==> src/rtl/arb_grant_mux.sv <==
// Steers the arbiter-granted requester's beats into one registered valid/ready channel,
// holding the source until the packet's last beat has been accepted.
module arb_grant_mux #(
  parameter int NUM_REQ = 16,
  parameter int DATA_W  = 32
) (
  input  logic                         clk,
  input  logic                         rst,
  input  logic [NUM_REQ-1:0]           req,
  input  logic [NUM_REQ*DATA_W-1:0]    req_data,
  input  logic [NUM_REQ-1:0]           req_last,
  input  logic [NUM_REQ-1:0]           grant,
  output logic [NUM_REQ-1:0]           req_ack,
  output logic                         out_valid,
  input  logic                         out_ready,
  output logic [DATA_W-1:0]            out_data,
  output logic [$clog2(NUM_REQ)-1:0]   out_src,
  output logic                         out_last,
  output logic                         locked,
  output logic                         grant_err
);

  localparam int SRC_W = $clog2(NUM_REQ);

  typedef enum logic {IDLE, LOCKED} state_t;

  state_t             r_state, w_state_nxt;
  logic [SRC_W-1:0]   r_lock_src, w_lock_src_nxt;
  logic               r_out_valid;
  logic [DATA_W-1:0]  r_out_data;
  logic [SRC_W-1:0]   r_out_src;
  logic               r_out_last;
  logic               r_grant_err;

  logic [SRC_W-1:0]   w_gidx;
  logic [SRC_W-1:0]   w_sel;
  logic               w_grant_multi;
  logic               w_grant_onehot;
  logic               w_cand;
  logic               w_slot_free;
  logic               w_take;
  logic [DATA_W-1:0]  w_sel_data;
  logic               w_sel_last;

  // A grant is one-hot exactly when it is non-zero and clearing its lowest bit leaves nothing.
  assign w_grant_multi  = (grant & (grant - NUM_REQ'(1))) != '0;
  assign w_grant_onehot = (grant != '0) && !w_grant_multi;

  always_comb begin
    w_gidx = '0;
    for (int i = 0; i < NUM_REQ; i++) begin
      if (grant[i]) w_gidx = w_gidx | SRC_W'(i);
    end
  end

  always_comb begin
    w_sel  = w_gidx;
    w_cand = w_grant_onehot && req[w_gidx];
    if (r_state == LOCKED) begin
      w_sel  = r_lock_src;
      w_cand = req[r_lock_src];
    end
  end

  assign w_slot_free = !r_out_valid || out_ready;
  assign w_take      = w_cand && w_slot_free && !rst;
  assign w_sel_data  = req_data[w_sel*DATA_W +: DATA_W];
  assign w_sel_last  = req_last[w_sel];
  assign req_ack     = w_take ? (NUM_REQ'(1) << w_sel) : '0;

  always_comb begin
    w_state_nxt    = r_state;
    w_lock_src_nxt = r_lock_src;
    if (w_take) begin
      if (w_sel_last) begin
        w_state_nxt = IDLE;
      end else begin
        w_state_nxt    = LOCKED;
        w_lock_src_nxt = w_sel;
      end
    end
  end

  always_ff @(posedge clk) begin
    if (rst) begin
      r_state     <= IDLE;
      r_lock_src  <= '0;
      r_grant_err <= 1'b0;
    end else begin
      r_state    <= w_state_nxt;
      r_lock_src <= w_lock_src_nxt;
      if (r_state == IDLE && w_grant_multi) r_grant_err <= 1'b1;
    end
  end

  // Output register stage: loads on accept, otherwise drains on ready.
  always_ff @(posedge clk) begin
    if (rst) begin
      r_out_valid <= 1'b0;
      r_out_data  <= '0;
      r_out_src   <= '0;
      r_out_last  <= 1'b0;
    end else if (w_take) begin
      r_out_valid <= 1'b1;
      r_out_data  <= w_sel_data;
      r_out_src   <= w_sel;
      r_out_last  <= w_sel_last;
    end else if (out_ready) begin
      r_out_valid <= 1'b0;
    end
  end

  assign out_valid = r_out_valid;
  assign out_data  = r_out_data;
  assign out_src   = r_out_src;
  assign out_last  = r_out_last;
  assign locked    = (r_state == LOCKED);
  assign grant_err = r_grant_err;

endmodule

==> config.mk <==
export PLATFORM = sky130hd
export DESIGN_NAME = arb_grant_mux
export DESIGN_NICKNAME = d
export VERILOG_FILES = /design/src/rtl/arb_grant_mux.sv
export SDC_FILE = /design/constraint.sdc
export NUM_CORES = 1
export LEC_CHECK = 0
export BUFFER_PORTS_ARGS = -buffer_cell sky130_fd_sc_hd__buf_2
export CAP_MARGIN = 15
export CORE_AREA = 5 5 238 240
export DETAILED_ROUTE_END_ITERATION = 7
export DIE_AREA = 0 0 243 245
export MAX_ROUTING_LAYER = met4
export PLACE_DENSITY = 0.36
export SLEW_MARGIN = 20
export SYNTH_ARGS = -nofsm -noshare
export SYNTH_HDL_FRONTEND = slang
export SYNTH_SLANG_ARGS = --single-unit
==> constraint.sdc <==
create_clock -name clk -period 3.8 [get_ports clk]
set_input_delay 0.19 -clock clk [delete_from_list [all_inputs] [get_ports clk]]
set_output_delay 0.19 -clock clk [all_outputs]
set_load 0.02 [all_outputs]
Yosys cells after proc, flatten, opt, wreduce, memory -nomap -nowiden
Index checks and enable logic that the tools add are counted.
W data, S select, Z words.
{"block": "totals", "ff_bits": 44, "in_bits": 563, "output_inout_bits": 56, "wordCells": 56}
{"block": "classes", "add_sub_neg": 1, "magnitude_cmp": 3, "n_shift": 2, "n_mux": 27, "bitwise": 3, "reduce_logical": 13}
{"cell": "$shiftx A512 B10 Y32", "n": 1}
{"cell": "$mux W4", "n": 9}
{"cell": "$reduce_bool A16 Y1", "n": 2}
{"cell": "$and A16 B16 Y16", "n": 1}
{"cell": "$mux W16", "n": 1}
{"cell": "$shl A1 B4 Y16 const A", "n": 1}
{"cell": "$sub A16 B1 Y16 const B", "n": 1}
{"cell": "$lt A4 B5 Y1 const B", "n": 3}
{"cell": "$bmux W1 S4", "n": 3}
{"cell": "$mux W3", "n": 4}
{"cell": "$mux W1", "n": 8}
{"cell": "$logic_and A1 B1 Y1", "n": 5}
{"cell": "$mux W2", "n": 2}
{"cell": "$logic_not A1 Y1", "n": 3}
{"cell": "$not A1 Y1", "n": 2}
{"cell": "$reduce_and A2 Y1", "n": 1}
{"cell": "$reduce_bool A2 Y1", "n": 1}
{"cell": "$logic_or A1 B1 Y1", "n": 1}

Logic depth before layout (Yosys ltp)
Gate-level depths: netlist of run 1.
{"block": "depth", "depth_word": 22, "ltp_mapped": 12, "depth_no_buf": 7}

Worst setup path after synthesis of run 1
No wires, ideal clock.
{"block": "synth_path", "path_type": "in2out", "startpoint": "input port grant[11]", "endpoint": "output port req_ack[0]", "arrival_time_ns": 2.741, "t_required_ns": 3.610, "path_slack_ns": 0.869, "stages": 9, "path_buffers": 2, "path_cell_list": "nor4_1 > nand2_1 > mux2i_1 > a221o_1 > a211oi_4 > a21boi_2 > buf_6 > buf_6 > nor3_1"}
{"block": "synth_via", "elab_chain_cells": 12, "word_cells_on_any_way": 20, "classes_between": "add/sub: 1; shift: 1; mux: 10; bitwise: 1; reduce/logical: 7"}
{"item": "start: declaration", "line": "12", "rtl": "input logic [NUM_REQ-1:0] grant,"}
{"item": "branches (longest 11 deep; another with $sub A16 B1 Y16)"}
{"item": "$mux W16 *", "line": "69", "rtl": "assign req_ack = w_take ? (NUM_REQ'(1) << w_sel) : '0;"}
{"item": "end: declaration", "line": "13", "rtl": "output logic [NUM_REQ-1:0] req_ack,"}
Mark *: on every way between the ends. The select of a mux whose other input is x is not followed.

Final worst setup path of run 1
{"block": "layout_path", "startpoint": "register r_lock_src[0]", "endpoint": "output port req_ack[11]"}
{"block": "layout_via", "elab_chain_cells": 6, "word_cells_on_any_way": 8, "classes_between": "shift: 1; mux: 5; reduce/logical: 2"}
{"item": "start: declaration", "line": "28", "rtl": "logic [SRC_W-1:0] r_lock_src, w_lock_src_nxt;"}
{"item": "start signal: assignment", "line": "91", "rtl": "r_lock_src <= w_lock_src_nxt;"}
{"item": "$bmux W1 S4", "line": "61", "rtl": "w_cand = req[r_lock_src];"}
{"item": "$mux W1 (implied by the code)", "line": "61"}
{"item": "$mux W1", "line": "59", "rtl": "if (r_state == LOCKED) begin"}
{"item": "$logic_and A1 B1 Y1 (2 in a row)", "line": "66", "rtl": "assign w_take = w_cand && w_slot_free && !rst;"}
{"item": "$mux W16 *", "line": "69"}
Mark *: on every way between the ends. The rest lies on a longest branch, timed or not. The select of a mux whose other input is x is not followed.

==> impl_metrics.ini, run 1 <==
[sta]
finalHoldViolations = 0
setup_ws_ns = 0.428
whs_ns = 0.207
max_freq_mhz = 297
relSlewSlack_pct = 48.4
slew_violations = 0
grt_setup_unrepaired = false
worstMarginPinSlew_ns = 0.774
fin_crit_sh_pct = 88.7
period_needed_ns = 3.37
skew_ns = 0.00908
finalSetupTns_ns = 0
setup_viol = 0

[power_and_ir_drop]
pwr-share-seq_pct = 29.8
pwr-share-clk_pct = 32.4
p_comb_share_pct = 37.8
switching_share_pct = 33.9
powerDensity_nw_per_um2 = 136
power.leakage_nw = 5.66
total_power_mw = 1.55
switching_power_mw = 0.525
vdd_drop_max_uv = 138
intPower_mw = 1.02

[clocking]
clkLatencyLatePin_ns = 0.32
clk_pin_slew_worst_paths_ns = 0.08
cts_hold_buf = 0
cts.repair.resized = 0
cts.path.max_buffers = 2
htreeDepth = 2
cts_root_buf = clkbuf_16
cts_buffers = 5
cts_tree = yes
cts_setup_buffers = 0
cts.sinks = 44

[route]
vias_per_cell = 4.70
drt_iter0_markers = 741
wire_per_inst_um = 21.4
wirelength_um = 52900
dr.pass1.iters = 7
vias = 11600
final_antenna_net_count = 0
remaining_drc_errors = 0

[critical_path]
reg2reg_from = locked
rr_endpoint = out_data[19]
cp-start-kind = flop
cp.required_ns = 3.61
r2r_slack_ns = 0.53
path_class = flop to primary output
worstPathMaxFanout = 54
critPathArrivalTime_ns = 3.18
ff2ff_path_depth = 10
cp-end-kind = primary output

[worst_hold_path]
hp-start = rst
min_to = grant_err
hold_path_depth = 2
hold_class = input pin to flop

[synth]
synthesis.instances = 1217
synth_top_family_by_area = simple AND/OR/NAND/NOR gates
synth_edf_count = 0
synth_adder_area_share_pct = 0.137
yosys_warnings = 0
yosys.area.top_type = nand2_1
syn_avg_cell_area_um2 = 6.01
yosysTopAreaCellShare_pct = 25.6
synth_seq_cells = 44
seq_area_frac_synth_pct = 12.0
synth_fp_nets = 1780
synth.area.top_cells = nand2_1, dfxtp_1, a31oi_1
syn_area_um2 = 7310
synth_cell_types = 54
synth_most_common_cell = nand2_1
ys.flop_type = dfxtp_1
synth-xor-area-share_pct = 0
yosys.area_share.simple_pct = 45.5
muxShareOfSynthArea_pct = 7.72
synth-compound-area-share_pct = 26.7
synthArstFlopShare_pct = 0
synthTopCellsByCount = nand2_1, a31oi_1, nand3_1

[placed_design]
post-place-ws_ns = 0.312
port_buffers = 618
dpl_cell_area_um2 = 11200
place_congestion = 0.909
dp_hpwl_um = 43300
placedCellCount = 2459

[layout]
syn_to_final_growth_pct = 55.9
n_fill_cell = 6360
multiInputGateArea_um2 = 5910
final_nets = 2325
final_cell_area_um2 = 11400
regArea_um2 = 881
final_cells = 2476
final_util_pct = 20.9
drive_gt1_share_pct = 39.4

[global_route]
grt_start_max_net_pins = 111
grt_pass1_wl_um = 75700
grt_pass1_vias = 11900
grt_use_total_pct = 17.1
grt-ovfl-total = 0
antenna_found_initial = 8

[floorplan]
placementRows = 86
dieArea_um2 = 59500
start_util_pct = 13.4
fp.dieW_um = 243
core_um2 = 54400
boundaryPins = 619
die_h_um = 245

[flow_run]
maxCapViolations = 0

[run_status]
status = completed
-- area by class of cell --
cell class / count / share of cell area, %
antenna: 9 / 0.198
multi-input combinational: 1049 / 51.8
clock buffer: 5 / 1.10
inverter: 1 / 0.0329
timing repair buffer: 661 / 31.2
sequential: 44 / 7.73
tap: 704 / 7.73
clock inverter: 3 / 0.209
-- flip-flops by register name, summed over array words and instances (netlist names) --
register	flops
grant_err	1
locked	1
out_data	32
out_last	1
out_src	4
out_valid	1
r_lock_src	4
-- worst max-delay path by stage --
stage                               to          start  slack (ns)
after CTS                  req_ack[11]  r_lock_src[0]        0.39
after global placement    out_data[19]      grant[11]        0.21
final                      req_ack[11]  r_lock_src[0]        0.43
after global routing        req_ack[1]  r_lock_src[0]        0.24
after detailed placement  out_data[19]      grant[11]        0.31
after floorplan             req_ack[0]      grant[11]        0.87
-- power by group through the flow --
stage	sequential, mW	combinational [mW]	clock, mW
CTS	0.461	0.589	0.548
global route	0.462	0.644	0.552
detailed placement	0.472	0.585	0
global placement	0.472	0.588	0
floorplan	0.473	0.199	0
finish	0.461	0.584	0.502
-- layout by cell type (no fill, tap or decap), types with 3 or more instances in the layout --
cell	n
a211oi_1	3
a21oi_1	3
a221oi_1	64
a31oi_1	97
a32o_1	32
a32oi_1	3
and2_1	33
and3_1	65
buf_12	11
buf_2	618
buf_4	32
clkbuf_16	5
dfxtp_1	44
diode_2	9
mux2i_1	44
mux4_2	4
nand2_1	499
nand2b_1	6
nand3_1	74
nand3b_1	4
nand4_1	6
nor2_1	12
nor2_4	4
nor2b_1	5
nor3_1	19
nor4_1	7
o2111ai_1	8
o21ai_0	4
o311ai_0	3
o31ai_1	3
o41ai_1	3
or3_1	3
or4_1	9
-- kinds of logic (layout without fill, tap and decap cells) --
kind of cell | after synthesis | count (layout)
AND/OR/NAND/NOR | 752 | 752
AO/OA/AOI/OAI | 245 | 245
buffers and inverters | 124 | 670
multiplexers | 51 | 51
flip-flops | 44 | 44
adder cells (fa/ha/maj) | 1 | 1
other | 0 | 9
-- routing by layer --
| layer | vias up | GRT usage, % | routed length [um] |
|---|---|---|---|
| met5 | - | - | 0 |
| met4 | 0 | 3.57 | 684 |
| met3 | 28 | 3.64 | 3520 |
| met2 | 487 | 29.8 | 26800 |
| met1 | 5601 | 20.3 | 21900 |
| li1 | 5521 | - | - |
-- critical path: stages, from the launching register on --
cell and delay [ns]:
dfxtp_1 0.61, mux4_2 0.57, a2111o_1 0.44, nand4_1 0.30, a21boi_4 0.26, buf_12 0.36, nor3_1 0.11, buf_2 0.18
Note: power is estimated with default switching activity, not from simulation.
==> run 2: changes to the inputs <==
Settings changed: MAX_ROUTING_LAYER met4 to unset.
==> impl_metrics.ini, run 2 (synthesized netlist as in run 1, its figures left out) <==
[global_route]
antenna_found_initial = 12
grt-ovfl-total = 0
grt_start_max_net_pins = 111
grt_use_total_pct = 16.5
grt_pass1_wl_um = 75500
grt_pass1_vias = 11800

[critical_path]
cp.required_ns = 3.61
slowest_stage = dfxtp_1
critPathArrivalTime_ns = 3.21
critPathMaxStageDelay_ns = 0.62
worstPathMaxFanout = 54
cp-start-kind = flop
crit_family = compound AO/OA/AOI/OAI gates
path_class = flop to primary output
worstPathCellList = mux4_2, a2111o_1, nand4_1, a21boi_4, buf_12, nor3_1, buf_2
cp-end-kind = primary output
r2r_slack_ns = 0.72
critPathBufInv = 2

[placed_design]
place_congestion = 0.910
dpl_cell_area_um2 = 11200
port_buffers = 618
dp_hpwl_um = 42600

[sta]
fin_crit_sh_pct = 89.4
finalHoldViolations = 0
worstMarginPinSlew_ns = 0.831
grt_setup_unrepaired = false
skew_ns = 0.0128
relSlewSlack_pct = 44.6
finalSetupTns_ns = 0
setup_viol = 0
period_needed_ns = 3.40
max_freq_mhz = 294
slew_violations = 0
whs_ns = 0.188

[clocking]
cts.path.max_buffers = 2
cts_hold_buf = 0
clk_pin_slew_worst_paths_ns = 0.09
cts.sinks = 44
cts_setup_buffers = 0
clkLatencyLatePin_ns = 0.33
cts_buffers = 5
cts_root_buf = clkbuf_16
htreeDepth = 2
cts.repair.resized = 0
cts_tree = yes

[floorplan]
start_util_pct = 13.4
fp.dieW_um = 243
placementRows = 86
die_h_um = 245
core_um2 = 54400
dieArea_um2 = 59500
boundaryPins = 619

[route]
remaining_drc_errors = 0
drt_iter0_markers = 807
vias_per_cell = 4.72
vias = 11700
final_antenna_net_count = 0
wire_per_inst_um = 21.4
wirelength_um = 53000
dr.pass1.iters = 7

[layout]
largest_reg_flops = 32
final_cell_area_um2 = 11400
drive_gt1_share_pct = 39.4
final_common_cell = buf_2
layout_common_cells = buf_2, nand2_1, a31oi_1
n_fill_cell = 6399
final_util_pct = 20.9
final_nets = 2325
syn_to_final_growth_pct = 55.9

[power_and_ir_drop]
switching_power_mw = 0.521
total_power_mw = 1.54
pwr-share-seq_pct = 29.9
p_comb_share_pct = 37.7
pwr-share-clk_pct = 32.4
power.leakage_nw = 5.66
intPower_mw = 1.02
switching_share_pct = 33.8
vdd_drop_max_uv = 144
powerDensity_nw_per_um2 = 136

[flow_run]
maxCapViolations = 0

[worst_hold_path]
hold_class = input pin to flop

[run_status]
status = completed
[run 2: cell count changes in the layout (fill, tap and decap cells not counted), sizes merged]
cell   delta
diode     -1
[run 2: metrics by stage]
| step | worst slack [ns] | std cells |
|---|---|---|
| 6_report | 0.404 | 2475 |
| 4_1_cts | 0.387 | 2467 |
| 2_1_floorplan | 0.869 | 1217 |
| 3_3_place_gp | 0.462 | 2459 |
| 5_1_grt | 0.223 | 2472 |
| 3_5_place_dp | 0.490 | 2459 |
[run 2: worst paths after layout]
path	startpoint	to	cells past startpoint
setup / recovery	r_lock_src[0]	req_ack[11]	7
setup reg to reg	locked	out_data[19]	9
hold reg to reg	out_data[25]	out_data[25]	2
hold / removal	out_ready	out_valid	3
[run 2: power groups by stage]
stage | Sequential (mW) | Combinational, mW | Clock [mW]
after global placement | 0.472 | 0.583 | 0
after CTS | 0.461 | 0.586 | 0.548
final | 0.461 | 0.582 | 0.501
after detailed placement | 0.472 | 0.582 | 0
after global routing | 0.462 | 0.643 | 0.561
after floorplan | 0.473 | 0.199 | 0
[run 2: worst register-to-register path: stages, from the launching register on]
cell,delay (ns)
dfxtp_1,0.46
buf_4,0.27
nand2b_1,0.17
o31a_2,0.55
buf_12,0.29
buf_4,0.24
nand3_1,0.16
a32o_1,0.29
a221oi_1,0.39
mux2i_1,0.12
[run 2: metal layers]
layer | part of all wire (%) | track usage, % | routed length (um) | vias to the layer above
li1 | - | - | - | 5522
met1 | 40 | 19.6 | 21000 | 5546
met2 | 50 | 29.3 | 26500 | 555
met3 | 8.5 | 4.91 | 4500 | 49
met4 | 1.9 | 4.44 | 1000 | 8
met5 | 0.091 | 0 | 48 | -
[run 2: layout make-up]
cell class,count,area [um2],area share [%]
antenna,8,20.0,0.176
inverter,1,3.75,0.0329
sequential,44,881,7.73
multi-input combinational,1049,5910,51.8
tap,704,881,7.73
timing repair buffer,661,3550,31.2
clock buffer,5,125,1.10
clock inverter,3,23.8,0.209
